### src/rtl/decoder8b10b_sync_ctrl_pkg.sv
// Shared constants for the 8b/10b word-alignment and link-sync controller.
// Holds the sync FSM state codes, the comma lead patterns and the alignment width.
package decoder8b10b_sync_ctrl_pkg;

    localparam int ALIGN_W = 10;

    localparam logic [1:0] LOS   = 2'd0;
    localparam logic [1:0] COMMA = 2'd1;
    localparam logic [1:0] SYNC  = 2'd2;

    localparam logic [6:0] COMMA_P = 7'b0011111;
    localparam logic [6:0] COMMA_N = 7'b1100000;

    // s[6] is the earliest bit of the 7-bit lead
    function automatic logic is_comma(input logic [6:0] s);
        return (s == COMMA_P) || (s == COMMA_N);
    endfunction

endpackage

### src/rtl/decoder8b10b_comma_find.sv
// Combinational comma search over the 20-bit history at every bit offset 0..9.
// Reports the per-offset hit vector, any-hit, and the lowest hitting offset.
module decoder8b10b_comma_find
    import decoder8b10b_sync_ctrl_pkg::*;
(
    input  logic [19:0] hist,
    output logic        hit,
    output logic [3:0]  k,
    output logic [9:0]  hit_vec
);

    always_comb begin
        hit_vec = '0;
        for (int i = 0; i < ALIGN_W; i++) begin
            hit_vec[i] = is_comma(hist[19-i -: 7]);
        end
    end

    // Scan from the top so the lowest offset is the one left in k
    always_comb begin
        k = '0;
        for (int i = ALIGN_W - 1; i >= 0; i--) begin
            if (hit_vec[i]) begin
                k = 4'(i);
            end
        end
    end

    assign hit = |hit_vec;

endmodule

### src/rtl/decoder8b10b_sync_ctrl.sv
// Word aligner and link-sync FSM in front of the 8b/10b decoder.
// Locks a bit offset on a comma while in LOS, then tracks sync from commas and decoder errors.
//
// state | meaning
// LOS   | no lock; any comma at any offset realigns
// COMMA | offset locked, counting aligned commas towards sync
// SYNC  | link in sync; code errors counted, good runs forgive them
module decoder8b10b_sync_ctrl
    import decoder8b10b_sync_ctrl_pkg::*;
#(
    parameter int COMMAS_TO_SYNC = 3,
    parameter int GOOD_RUN       = 4,
    parameter int MAX_ERRS       = 4
) (
    input  logic       i_clk,
    input  logic       i_rst,
    input  logic       i_valid,
    input  logic [9:0] i_raw10,
    input  logic       i_code_err,
    output logic       o_valid,
    output logic [9:0] o_data10,
    output logic       o_comma,
    output logic [3:0] o_offset,
    output logic       o_realign,
    output logic       o_sync
);

    localparam int CW = $clog2(COMMAS_TO_SYNC + 1);
    localparam int EW = $clog2(MAX_ERRS + 1);
    localparam int GW = $clog2(GOOD_RUN + 1);

    logic [9:0]    prev_raw;
    logic [19:0]   hist;
    logic          hit;
    logic [3:0]    k;
    logic [9:0]    hit_vec;
    logic          realign;
    logic          comma_now;
    logic [3:0]    sel_k;
    logic [9:0]    window;
    logic [9:0]    aligned;

    logic [1:0]    state, state_nx;
    logic [CW-1:0] commas, commas_nx;
    logic [EW-1:0] errs, errs_nx;
    logic [GW-1:0] good, good_nx;

    assign hist = {prev_raw, i_raw10};

    decoder8b10b_comma_find u_comma_find (
        .hist    (hist),
        .hit     (hit),
        .k       (k),
        .hit_vec (hit_vec)
    );

    // Once locked, only the locked offset can produce a comma
    assign realign   = (state == LOS) && hit;
    assign comma_now = realign || hit_vec[o_offset];
    assign sel_k     = realign ? k : o_offset;

    always_comb begin
        window = '0;
        for (int i = 0; i < ALIGN_W; i++) begin
            if (sel_k == 4'(i)) begin
                window = hist[19-i -: 10];
            end
        end
    end

    // window[9] is s0; decoder wants {s6..s9, s0..s5}
    assign aligned = {window[3:0], window[9:4]};

    always_ff @(posedge i_clk) begin
        if (i_rst) begin
            prev_raw  <= '0;
            o_valid   <= 1'b0;
            o_data10  <= '0;
            o_comma   <= 1'b0;
            o_offset  <= '0;
            o_realign <= 1'b0;
        end else begin
            o_valid   <= i_valid;
            o_realign <= i_valid && realign;
            if (i_valid) begin
                prev_raw <= i_raw10;
                o_data10 <= aligned;
                o_comma  <= comma_now;
                if (realign) begin
                    o_offset <= k;
                end
            end
        end
    end

    always_comb begin
        state_nx  = state;
        commas_nx = commas;
        errs_nx   = errs;
        good_nx   = good;
        if (o_valid) begin
            case (state)
                LOS: begin
                    if (o_comma) begin
                        state_nx  = COMMA;
                        commas_nx = CW'(1);
                    end
                end
                COMMA: begin
                    if (i_code_err) begin
                        state_nx  = LOS;
                        commas_nx = '0;
                    end else if (o_comma) begin
                        commas_nx = commas + 1'b1;
                        if (commas == CW'(COMMAS_TO_SYNC - 1)) begin
                            state_nx = SYNC;
                            errs_nx  = '0;
                            good_nx  = '0;
                        end
                    end
                end
                SYNC: begin
                    if (i_code_err) begin
                        errs_nx = errs + 1'b1;
                        good_nx = '0;
                        if (errs == EW'(MAX_ERRS - 1)) begin
                            state_nx = LOS;
                        end
                    end else if (good == GW'(GOOD_RUN - 1)) begin
                        // good-run counter parks here while there is nothing to forgive
                        if (errs != '0) begin
                            errs_nx = errs - 1'b1;
                            good_nx = '0;
                        end
                    end else begin
                        good_nx = good + 1'b1;
                    end
                end
                default: begin
                    state_nx = LOS;
                end
            endcase
        end
    end

    always_ff @(posedge i_clk) begin
        if (i_rst) begin
            state  <= LOS;
            commas <= '0;
            errs   <= '0;
            good   <= '0;
            o_sync <= 1'b0;
        end else begin
            state  <= state_nx;
            commas <= commas_nx;
            errs   <= errs_nx;
            good   <= good_nx;
            o_sync <= (state_nx == SYNC);
        end
    end

endmodule

### config.mk
export PLATFORM = sky130hd
export DESIGN_NAME = decoder8b10b_sync_ctrl
export DESIGN_NICKNAME = d
export VERILOG_FILES = /design/src/rtl/decoder8b10b_sync_ctrl_pkg.sv /design/src/rtl/decoder8b10b_comma_find.sv /design/src/rtl/decoder8b10b_sync_ctrl.sv
export SDC_FILE = /design/constraint.sdc
export NUM_CORES = 1
export LEC_CHECK = 0
export CORE_UTILIZATION = 40
export DETAILED_ROUTE_END_ITERATION = 10
export GPL_ROUTABILITY_DRIVEN = 0
export GPL_TIMING_DRIVEN = 0
export PLACE_DENSITY_LB_ADDON = 0.25
export REMOVE_ABC_BUFFERS = 1
export SETUP_SLACK_MARGIN = 0.3
export SLEW_MARGIN = 20
export SYNTH_ARGS = -nofsm -noshare
export SYNTH_HDL_FRONTEND = slang
export SYNTH_SLANG_ARGS = --single-unit
### constraint.sdc
create_clock -name i_clk -period 3.45 [get_ports i_clk]
set_input_delay 0.5175 -clock i_clk [delete_from_list [all_inputs] [get_ports i_clk]]
set_output_delay 0.5175 -clock i_clk [all_outputs]
set_load 0.01 [all_outputs]
==> flow_summary_export.csv <==
group,metric,value,unit
outcome,outcome,"finished clean",
cts,clock_sinks,38,
die,ios,32,
placement,port_buffers,31,
cts,cts_hold_buf,0,
global_routing,grt_pass1_vias,3343,
pwr,ir_worst_vdd,0.1589,mV
pwr,p_leak,1.494,nW
timing,layout_min_cycle_time,3.119,ns
drt,routed_wl,10370,microns
layout,nets,466,
timing,max-slew-margin-rel,53.59,%
global_routing,antenna_found_initial,0,
cts,cts-root-buf,"clkbuf_8",
layout,mostFrequentLayoutCells,"nor2_1, dfxtp_1, mux2i_1, clkdlybuf4s50_1, o21ai_0",
layout,diodes,0,
cts,clk_path_buf_depth,2,
timing,worstMarginPinSlew,0.6962,ns
drt,viasPerCell,6.477,
synth,yosysWarningCount,0,
global_routing,grt_pass1_wl,16840,microns
synth,synth_area,3357,sq um
layout,syn_to_final_growth,22.66,%
drt,routedWlPerCell,18.82,microns
timing,finalCritPeriodShare,90.40,%
drt,dr_total_vias,3569,
die,core.rowCount,33,
synth,synth-main-ff-cell,"dfxtp_1",
cts,cts_buffers,5,
cts,clock_latency,0.30,ns
drt,drcViolationCount,0,
synth,syn_area_per_cell,7.974,sq um
synth,seq_area_frac_synth,22.66,%
die,core_region_area,8175,sq um
die,start_util,41.06,%
drt,drt_iter0_markers,293,
cts,h-tree-depth,2,
global_routing,grt_usage,24.18,%
pwr,power_density,309.2,nW/um^2
timing,clock.fmax,320.6,MHz
drt,ant_nets,0,
synth,synthCells,421,
die,die_h,93.61,microns
die,die_area,8763,sq um
timing,rsz0062_at_grt,"true",
synth,ys_types,78,
hold_path,hp-class,"flip-flop to flip-flop",
layout,layout-drive-gt1-share,21.52,%
worst_setup_path,crit_required,3.70,ns
die,die_w,93.61,microns
timing,hold_viol,0,
synth,async_flop_share,0,%
job,drv_cap,0,
worst_setup_path,critPathCaptureType,"flip-flop",
worst_setup_path,arrival,3.37,ns
timing,tns,0,ns
timing,slew_violations,0,
pwr,finalPower,1.273,mW
timing,fin_worst_skew,0.005802,ns
synth,synth-edff-count,0,
synth,synth_seq_cells,38,
worst_setup_path,start_kind,"input pin",
drt,firstDrtPassIters,5,
worst_setup_path,worst-path-max-fanout,12,
timing,setup_viol,0,
global_routing,grt_max_degree,31,
placement,hpwlAfterDp,6568,microns
global_routing,overflow,0,
cts,clk_pin_slew,0.09,ns
layout,fillers,795,
layout,final_common_cell,"nor2_1",
worst_setup_path,critPathKind,"input pin to flip-flop",
cts,cts_tree,"built",
## cell usage after synthesis, types with 4 or more instances
cell type,instances,area share (%)
a22o_1,4,1.0
mux2i_1,27,8.1
o211ai_1,6,1.3
dfxtp_1,38,23
ha_1,6,2.2
nand4b_1,4,1.0
and2_1,6,1.1
nand3_1,9,1.3
a32oi_1,4,1.0
nor3b_1,5,1.1
o21ai_0,23,3.4
o221ai_1,6,1.6
nand3b_1,5,1.1
inv_1,17,1.9
a21oi_1,14,2.1
and3_1,8,1.5
o21a_1,4,0.89
a211oi_1,15,3.4
a22oi_1,4,0.89
mux2_2,5,1.7
nand2b_1,9,1.7
nor3_1,7,1.0
nand2_1,22,2.5
a32o_1,4,1.2
nor2b_1,8,1.5
buf_2,13,1.9
nor2_1,41,4.6
nor4_1,6,1.1
clkbuf_1,17,1.9
a31oi_1,7,1.3
o22ai_1,5,0.93
## flip-flops by register name, indices dropped and copies added (netlist names)
register,count
o_data10,10
prev_raw,10
o_offset,4
errs,3
good,3
commas,2
state,2
o_comma,1
o_realign,1
o_sync,1
o_valid,1
## layer usage
metal | up-vias | track usage [%] | part of all wire (%)
li1 | 1661 | - | -
met1 | 1724 | 31.51 | 44
met2 | 151 | 39.58 | 48
met3 | 33 | 4.228 | 6.1
met4 | 0 | 9.231 | 2.6
met5 | - | 0 | 0
## layout make-up
cell class	count	area, sq um	share of cell area, %
clock inverters	3	45.04	1.094
flip-flops and latches	38	788.3	19.14
repair buffers	54	489.2	11.88
inverters	17	63.81	1.550
multi-input cells	329	2531	61.47
clock buffers	5	68.82	1.671
well taps	105	131.4	3.191
## worst max-delay path: stages
cell	delay, ns
buf_2	0.28
nand3b_1	0.18
o22ai_2	0.11
or3b_4	0.44
or2_4	0.28
o31a_4	0.31
mux2i_4	0.28
buf_4	0.19
mux2_2	0.33
o22ai_1	0.24
a32o_1	0.20
## what timing repair did
| action | in CTS | in global routing |
|---|---|---|
| pin swaps | 1 | 7 |
| buffers inserted | 7 | 11 |
| endpoints found under the setup margin | 12 | 10 |
| gates resized for setup | 54 | 18 |
| cloned | 2 | 0 |
## stage by stage
step	hold WS [ns]	util (%)	std cells	instance area, sq um	setup WS (ns)
after floorplan	0.4295	-	382	3161	-0.5209
after global placement	0.4486	44.06	518	3602	-2.550
after detailed placement	0.4517	45.03	523	3681	-1.332
after CTS	0.4638	48.50	540	3965	0.2226
after global routing	0.4825	50.37	551	4118	0.2374
final	0.4619	50.37	551	4118	0.3311
## logic make-up after synthesis
logic type	Yosys count	synth area share, %
adder cells (fa/ha/maj)	7	2.833
multiplexers	35	11.52
AND/OR/NAND/NOR	151	25.61
buffers and inverters	56	7.752
flip-flops	38	22.66
AO/OA/AOI/OAI	133	29.37
XOR/XNOR	1	0.2609
## path summary, 6_finish.rpt
check                                                end                      from  slack, ns  depth (start not counted)
worst min register to register    commas[1]$_SDFFE_PP0P_    commas[1]$_SDFFE_PP0P_       0.46                          2
worst max register to register  o_data10[3]$_SDFFE_PP0P_  prev_raw[0]$_SDFFE_PP0P_       0.34                         10
worst min-delay path              commas[1]$_SDFFE_PP0P_    commas[1]$_SDFFE_PP0P_       0.46                          2
worst max-delay path            o_data10[4]$_SDFFE_PP0P_                i_raw10[6]       0.33                         11
## power breakdown
part           internal, mW  switching (mW)  total [mW]
combinational         0.175           0.204       0.378
sequential            0.460          0.0388       0.499
clock                 0.215           0.181       0.396
Note: power is estimated with default switching activity, not from simulation.
